File: src/rtl/rv_pkg.sv
// Shared fetch-path definitions: FSM encoding, NOP word, instruction field positions.
// FETCH_MISALIGN_TRAP_EN adds the HALT state used by the misaligned-redirect trap.
package rv_pkg;

    localparam int XLEN = 32;

    localparam logic [XLEN-1:0] NOP = 32'h0000_0013;

    localparam int OP_LSB = 0;
    localparam int OP_MSB = 6;
    localparam int F3_LSB = 12;
    localparam int F3_MSB = 14;
    localparam int F7_LSB = 25;
    localparam int F7_MSB = 31;

    typedef enum logic [2:0] {
        ST_IDLE  = 3'd0,
        ST_REQ   = 3'd1,
        ST_WAIT  = 3'd2,
        ST_ISSUE = 3'd3
`ifdef FETCH_MISALIGN_TRAP_EN
        , ST_HALT = 3'd4
`endif
    } fstate_t;

endpackage

File: src/rtl/pc_next.sv
// Next-PC select: sequential PC+4 (wrapping) or word-aligned redirect target.
// FETCH_MISALIGN_TRAP_EN exposes the misaligned-redirect flag.
module pc_next
    import rv_pkg::*;
(
    input  logic [XLEN-1:0] pc,
    input  logic            pcsrc,
    input  logic [XLEN-1:0] pctarget,
`ifdef FETCH_MISALIGN_TRAP_EN
    output logic            misaligned,
`endif
    output logic [XLEN-1:0] next_pc
);

    localparam logic [XLEN-1:0] ALIGN_MASK = {{(XLEN-2){1'b1}}, 2'b00};

    // Low target bits are dropped so fetch addresses are always word aligned.
    always_comb begin
        next_pc = pcsrc ? (pctarget & ALIGN_MASK) : pc + XLEN'(4);
    end

`ifdef FETCH_MISALIGN_TRAP_EN
    always_comb begin
        misaligned = pcsrc && (pctarget[1:0] != 2'b00);
    end
`endif

endmodule

File: src/rtl/fetch_unit.sv
// Instruction fetch FSM: request, wait for data, present to the datapath, advance PC.
// FETCH_MISALIGN_TRAP_EN enables the sticky misalign flag and HALT state.
module fetch_unit
    import rv_pkg::*;
#(
    parameter logic [XLEN-1:0] RESET_PC = 32'h0000_0000
) (
    input  logic            clk,
    input  logic            reset,
    output logic            imem_req,
    output logic [XLEN-1:0] imem_addr,
    input  logic            imem_ready,
    input  logic            imem_rvalid,
    input  logic [XLEN-1:0] imem_rdata,
    output logic            instr_valid,
    input  logic            instr_ready,
    output logic [XLEN-1:0] instr,
    output logic [6:0]      op,
    output logic [2:0]      funct3,
    output logic [6:0]      funct7,
    output logic [XLEN-1:0] pc,
    input  logic            PCSrc,
    input  logic [XLEN-1:0] PCTarget
`ifdef FETCH_MISALIGN_TRAP_EN
    ,
    output logic            misalign
`endif
);

    fstate_t         state_q, state_d;
    logic [XLEN-1:0] pc_q, instr_q, next_pc;
    logic            consume;

`ifdef FETCH_MISALIGN_TRAP_EN
    logic misaligned;
`endif

    pc_next u_pc_next (
        .pc        (pc_q),
        .pcsrc     (PCSrc),
        .pctarget  (PCTarget),
`ifdef FETCH_MISALIGN_TRAP_EN
        .misaligned(misaligned),
`endif
        .next_pc   (next_pc)
    );

    assign consume = (state_q == ST_ISSUE) && instr_ready;

    always_comb begin
        state_d     = state_q;
        imem_req    = 1'b0;
        instr_valid = 1'b0;
        case (state_q)
            ST_IDLE: state_d = ST_REQ;
            ST_REQ: begin
                imem_req = 1'b1;
                if (imem_ready) state_d = ST_WAIT;
            end
            ST_WAIT: begin
                // Same-cycle rvalid with ready never lands here: REQ does not look at it.
                if (imem_rvalid) state_d = ST_ISSUE;
            end
            ST_ISSUE: begin
                instr_valid = 1'b1;
                if (instr_ready) begin
`ifdef FETCH_MISALIGN_TRAP_EN
                    state_d = misaligned ? ST_HALT : ST_REQ;
`else
                    state_d = ST_REQ;
`endif
                end
            end
`ifdef FETCH_MISALIGN_TRAP_EN
            ST_HALT: state_d = ST_HALT;
`endif
            default: state_d = ST_IDLE;
        endcase
    end

    always_ff @(posedge clk) begin
        if (reset) begin
            state_q <= ST_IDLE;
            pc_q    <= RESET_PC;
            instr_q <= NOP;
`ifdef FETCH_MISALIGN_TRAP_EN
            misalign <= 1'b0;
`endif
        end else begin
            state_q <= state_d;
            if ((state_q == ST_WAIT) && imem_rvalid) instr_q <= imem_rdata;
            if (consume) begin
                pc_q <= next_pc;
`ifdef FETCH_MISALIGN_TRAP_EN
                if (misaligned) misalign <= 1'b1;
`endif
            end
        end
    end

    assign imem_addr = pc_q;
    assign pc        = pc_q;
    assign instr     = instr_q;
    assign op        = instr_q[OP_MSB:OP_LSB];
    assign funct3    = instr_q[F3_MSB:F3_LSB];
    assign funct7    = instr_q[F7_MSB:F7_LSB];

endmodule

File: config.mk
export PLATFORM = sky130hd
export DESIGN_NAME = fetch_unit
export DESIGN_NICKNAME = d
export VERILOG_FILES = /design/src/rtl/rv_pkg.sv /design/src/rtl/pc_next.sv /design/src/rtl/fetch_unit.sv
export SDC_FILE = /design/constraint.sdc
export NUM_CORES = 1
export LEC_CHECK = 0
export CAP_MARGIN = 40
export CORE_UTILIZATION = 40
export DETAILED_ROUTE_END_ITERATION = 12
export PLACE_DENSITY = 0.81
export SLEW_MARGIN = 0
export SYNTH_ARGS = -nofsm -noshare
export SYNTH_HDL_FRONTEND = slang
export SYNTH_SLANG_ARGS = --single-unit
File: constraint.sdc
create_clock -name clk -period 2.09 [get_ports clk]
set_clock_uncertainty 0.05 [all_clocks]
set_input_delay 0.209 -clock clk [delete_from_list [all_inputs] [get_ports clk]]
set_output_delay 0.209 -clock clk [all_outputs]
set_load 0.1 [all_outputs]
== Yosys cells after proc, flatten, opt, wreduce, memory -nomap -nowiden ==
Cells that the tools add are included.
Operators by class
  add/subtract/negate cells: 1
  equal/unequal tests: 6
  multiplexer cells: 7
  reduce and logical (&&, ||, !) cells: 4
Operators by type and width (count)
  adder 32 x 3 -> 32 bit, second input constant: 1
  2-to-1 mux 32 bit: 1
  one-hot mux 3 bit (4 select lines): 1
  2-to-1 mux 3 bit: 3
  == test 3 x 2 -> 1 bit, second input constant: 2
  inequality test 2 bit, second input constant: 3
  == test 3 x 1 -> 1 bit, second input constant: 1
  zero test 3 bit: 1
  AND reduction 3 bit: 1
  logical AND 1 bit: 2
  2-to-1 mux 1 bit: 2
Storage, ports and cells
  flip-flop bits (word level): 67
  bits of input ports: 70
  output and inout bits: 115
  logic and storage cells: 21

== Longest topological paths before layout ==
  depth after elaboration: 3
  gate-level depth with buffers: 7
  depth with buffers taken out: 6

== Cells and area by module ==
From an unflattened synthesis, not the netlist that was laid out.
Unflattened totals
  cell total of the unflattened synthesis: 521
  area, all modules: 4102.7 µm²
Modules (own cells, without submodules)
  fetch_unit: times used 1, cells an instance 346, area an instance 3081.7 µm², seq. area each 1321.3 µm²
  pc_next: times used 1, cells an instance 175, area an instance 1021.0 µm², seq. area each 0.0 µm²

== Worst setup path after synthesis ==
Ideal clock, no wire load.
  kind: register to register
  start point: register pc_q[14], in the netlist imem_addr[14]
  end point: register pc_q[27], in the netlist imem_addr[27]
  library setup time: 0.077 ns
  arrival time: 2.480 ns
  data required time: 1.963 ns
  slack: -0.517 ns
  cell stages (with the launch flop): 6
  path buffers: 0
  clock period less this slack: 2.607 ns
  cells stage by stage: dfxtp_1 nand4_2 nor2_4 nand4_1 or4_1 a41oi_2
On the way
  longest elaborated chain between the ends: 2
Ends and longest elaborated chain
  start, declared: RTL line fetch_unit.sv:31  | logic [XLEN-1:0] pc_q, instr_q, next_pc;
  start signal, assigned: RTL line fetch_unit.sv:93  | pc_q <= next_pc;
  adder 32 x 3 -> 32 bit: RTL line pc_next.sv:19  | next_pc = pcsrc ? (pctarget & ALIGN_MASK) : pc + XLEN'(4);
  2-to-1 mux 32 bit: RTL line pc_next.sv:19
No other way between the ends.
A chain may end at the register's enable or synchronous reset.

== Worst setup path in the final report ==
  start point: register pc_q[10], in the netlist imem_addr[10]
  end point: register pc_q[27], in the netlist imem_addr[27]
The elaborated chain is that of the path after synthesis.

==> results.yml <==
run_status:
  status: "finished clean"
clock_tree:
  clkTransAtPathRegs_ns: 0.08
  hold_buffers: 0
  cts_max_path_buffers: 2
  cts_tree: "done"
  cts_setup_buffers: 0
  cts.repair.resized: 0
  cts_num_sinks: 64
  clock-root-buffer: "clkbuf_8"
  cts_buffers: 9
  htree_levels: 3
  insertion_delay_ns: 0.34
cells_and_area:
  fill_cells: 763
  multi_input_area_sq_um: 1770
  drive_above_1_share_pct: 30.5
  regArea_sq_um: 1340
  final_area_sq_um: 5150
  diodes: 0
  nNetsFinal: 660
  area_growth_pct: 44.3
floorplan:
  dieArea_sq_um: 9300
  rows: 34
  dieWidth_um: 96.4
  die_h_um: 96.4
  initial_core_util_pct: 41.1
  coreArea_sq_um: 8680
  pin_count: 185
sta:
  setup_viol: 0
  rsz0062_at_grt: "no"
  finalHoldViolations: 0
  clock.fmax_mhz: 530
  max_slew_margin_pct: 64.9
  fin_tns_setup_ns: 0
  post-route-min-period_ns: 1.89
  slew_violations: 0
  max_slew.worst_pin.slew_ns: 0.526
  fin_hold_ws_ns: 0.208
  finalCritPeriodShare_pct: 90.3
detailed_routing:
  drc: 0
  wl_um: 10400
  vias_per_cell: 5.40
  drtIter0Drc: 171
  drt-pass1-iter-count: 5
  vias: 3778
  wl_per_cell_um: 14.8
  ant_nets: 0
power_and_ir_drop:
  cellLeakagePower_nw: 2.13
  ir_drop_mv: 0.366
  power_density_nw_per_um2: 997
synthesis:
  ys_types: 47
  syn_area_sq_um: 3570
  synth_edf_count: 0
  synth_area_leaders: "dfxtp_1 (36%), buf_4 (11%), nand2_1 (8.7%)"
  ys_ff_latch: 64
  yosysSeqAreaShare_pct: 35.9
  syn_area_per_cell_sq_um: 7.69
  async_flop_share_pct: 0
  syn_inst: 464
  yosys.area.top_type_share_pct: 35.9
  ys_warn_count: 0
  synth_ff_type: "dfxtp_1"
  synth_top_area_cell: "dfxtp_1"
global_route:
  grt_max_degree: 38
  grt_pass1_wl_um: 15200
  antenna_found_initial: 0
  grt.overflow.total: 0
  grt_pass1_vias: 3187
  grt.total_usage_pct: 21.1
placement:
  gp_congestion: 0.833
  io_buffers: 178
  post_dp_cell_area_sq_um: 4890
  dp_hpwl_um: 7510
min_path:
  hold_depth: 2
  hold_class: "input port to flop"
critical_path:
  worstPathMaxFanout: 10
  crit_chain: "nand4_1, nor2_1, nand4_1, or4_1, a41oi_2"
  setup.worst_path.class: "flop to flop"
  slowest_stage: "or4_1"
  critPathCaptureType: "flop"
  crit_top_cell: "nand4_1"
  r2r_cells: 5
  cp.arrival_ns: 2.10
  slowest_delay_ns: 0.44
  required_ns: 2.30
  start_kind: "flop"
run:
  maxCapViolCount: 0
[synthesized netlist by cell type (3+ instances only)]
cell and n:
nand2_1 83, dfxtp_1 64, a21oi_1 53, buf_4 51, clkbuf_1 26, nand3_1 21, nor2_1 17, o21ai_0 16
nand4_1 13, nor3_1 11, a211oi_1 10, a31oi_1 10, and3_1 10, inv_1 9, mux2i_1 7, and4_1 5
ha_1 4, or4_1 4, a21o_1 3, a2bb2oi_1 3, buf_1 3, nand3b_1 3, o41ai_1 3
[cell families (layout without fill, tap and decap cells)]
kind of cell	after synthesis	after routing	share of synthesized area, %
and+or+nand+nor	185	185	26.6
AOI/OAI and AO/OA	111	111	18.8
buffers and inverters	92	216	15.2
DFF	64	64	35.9
muxes	7	7	1.96
adders and majority gates	4	4	1.40
other	1	4	0.105
[path summary, 6_finish.rpt]
| path | start | endpoint | slack [ns] |
|---|---|---|---|
| max | imem_addr[10] | imem_addr[27] | 0.20 |
| min | reset | imem_addr[5] | 0.21 |
| max reg2reg | imem_addr[10] | imem_addr[27] | 0.20 |
| min reg2reg | instr[11] | instr[11] | 0.41 |
[sequential cells by signal (all words and copies together), names as in the netlist]
name and count:
imem_addr 30, instr 32, state_q 2
[report_power, final]
group | switching [mW] | leakage [nW] | internal [mW] | total, mW
Sequential | 0.133 | 0.535 | 1.34 | 1.48
Clock | 0.509 | 0.130 | 0.821 | 1.33
Combinational | 1.79 | 1.47 | 0.531 | 2.32
[metrics by stage]
stage          total power [mW]  instances  setup slack (ns)  util [%]
6_report                   5.13        699             0.204      59.3
5_1_grt                    5.35        699            0.0111      59.3
4_1_cts                    5.16        699             0.192      59.3
3_5_place_dp               3.83        683             0.114      56.3
3_3_place_gp               3.80        683             0.156      56.3
2_1_floorplan              3.38        467           0.00297         -
[area by class of cell]
cell class,instances,area share [%]
multi-input cells,311,34.4
flip-flops and latches,64,26.0
repair buffers,191,31.4
inverters,9,0.656
clock buffers,11,3.38
clock inverters,5,1.60
well taps,108,2.63
[routing by layer]
layer / part of all wire, % / track usage, % / routed length, um / vias up
li1: - / - / - / 1826
met1: 42 / 25.6 / 4340 / 1753
met2: 48 / 36.2 / 4980 / 178
met3: 8.1 / 4.85 / 842 / 21
met4: 1.9 / 8.21 / 195 / 0
met5: 0 / 0 / 0 / -
[critical path: cells and delay by family, from the launching register on]
family,cells,cell delay [ns]
AO/OA/AOI/OAI,1,0.16
flip-flops,1,0.40
AND/OR/NAND/NOR,4,1.20
[layout by cell type, fill, tap and decap left out, types with 9 or more instances in the layout]
| cell type | synthesis | final |
|---|---|---|
| clkbuf_8 | 0 | 9 |
| nand2_1 | 83 | 83 |
| clkdlybuf4s50_1 | 0 | 65 |
| a211oi_1 | 10 | 10 |
| inv_1 | 9 | 9 |
| and3_1 | 10 | 10 |
| o21ai_0 | 16 | 16 |
| a21oi_1 | 53 | 53 |
| nand4_1 | 13 | 13 |
| nand3_1 | 21 | 21 |
| dfxtp_2 | 0 | 20 |
| dfxtp_1 | 64 | 36 |
| nor3_1 | 11 | 11 |
| buf_4 | 51 | 122 |
| nor2_1 | 17 | 17 |
| a31oi_1 | 10 | 10 |
Note: power is estimated with default switching activity, not from simulation.
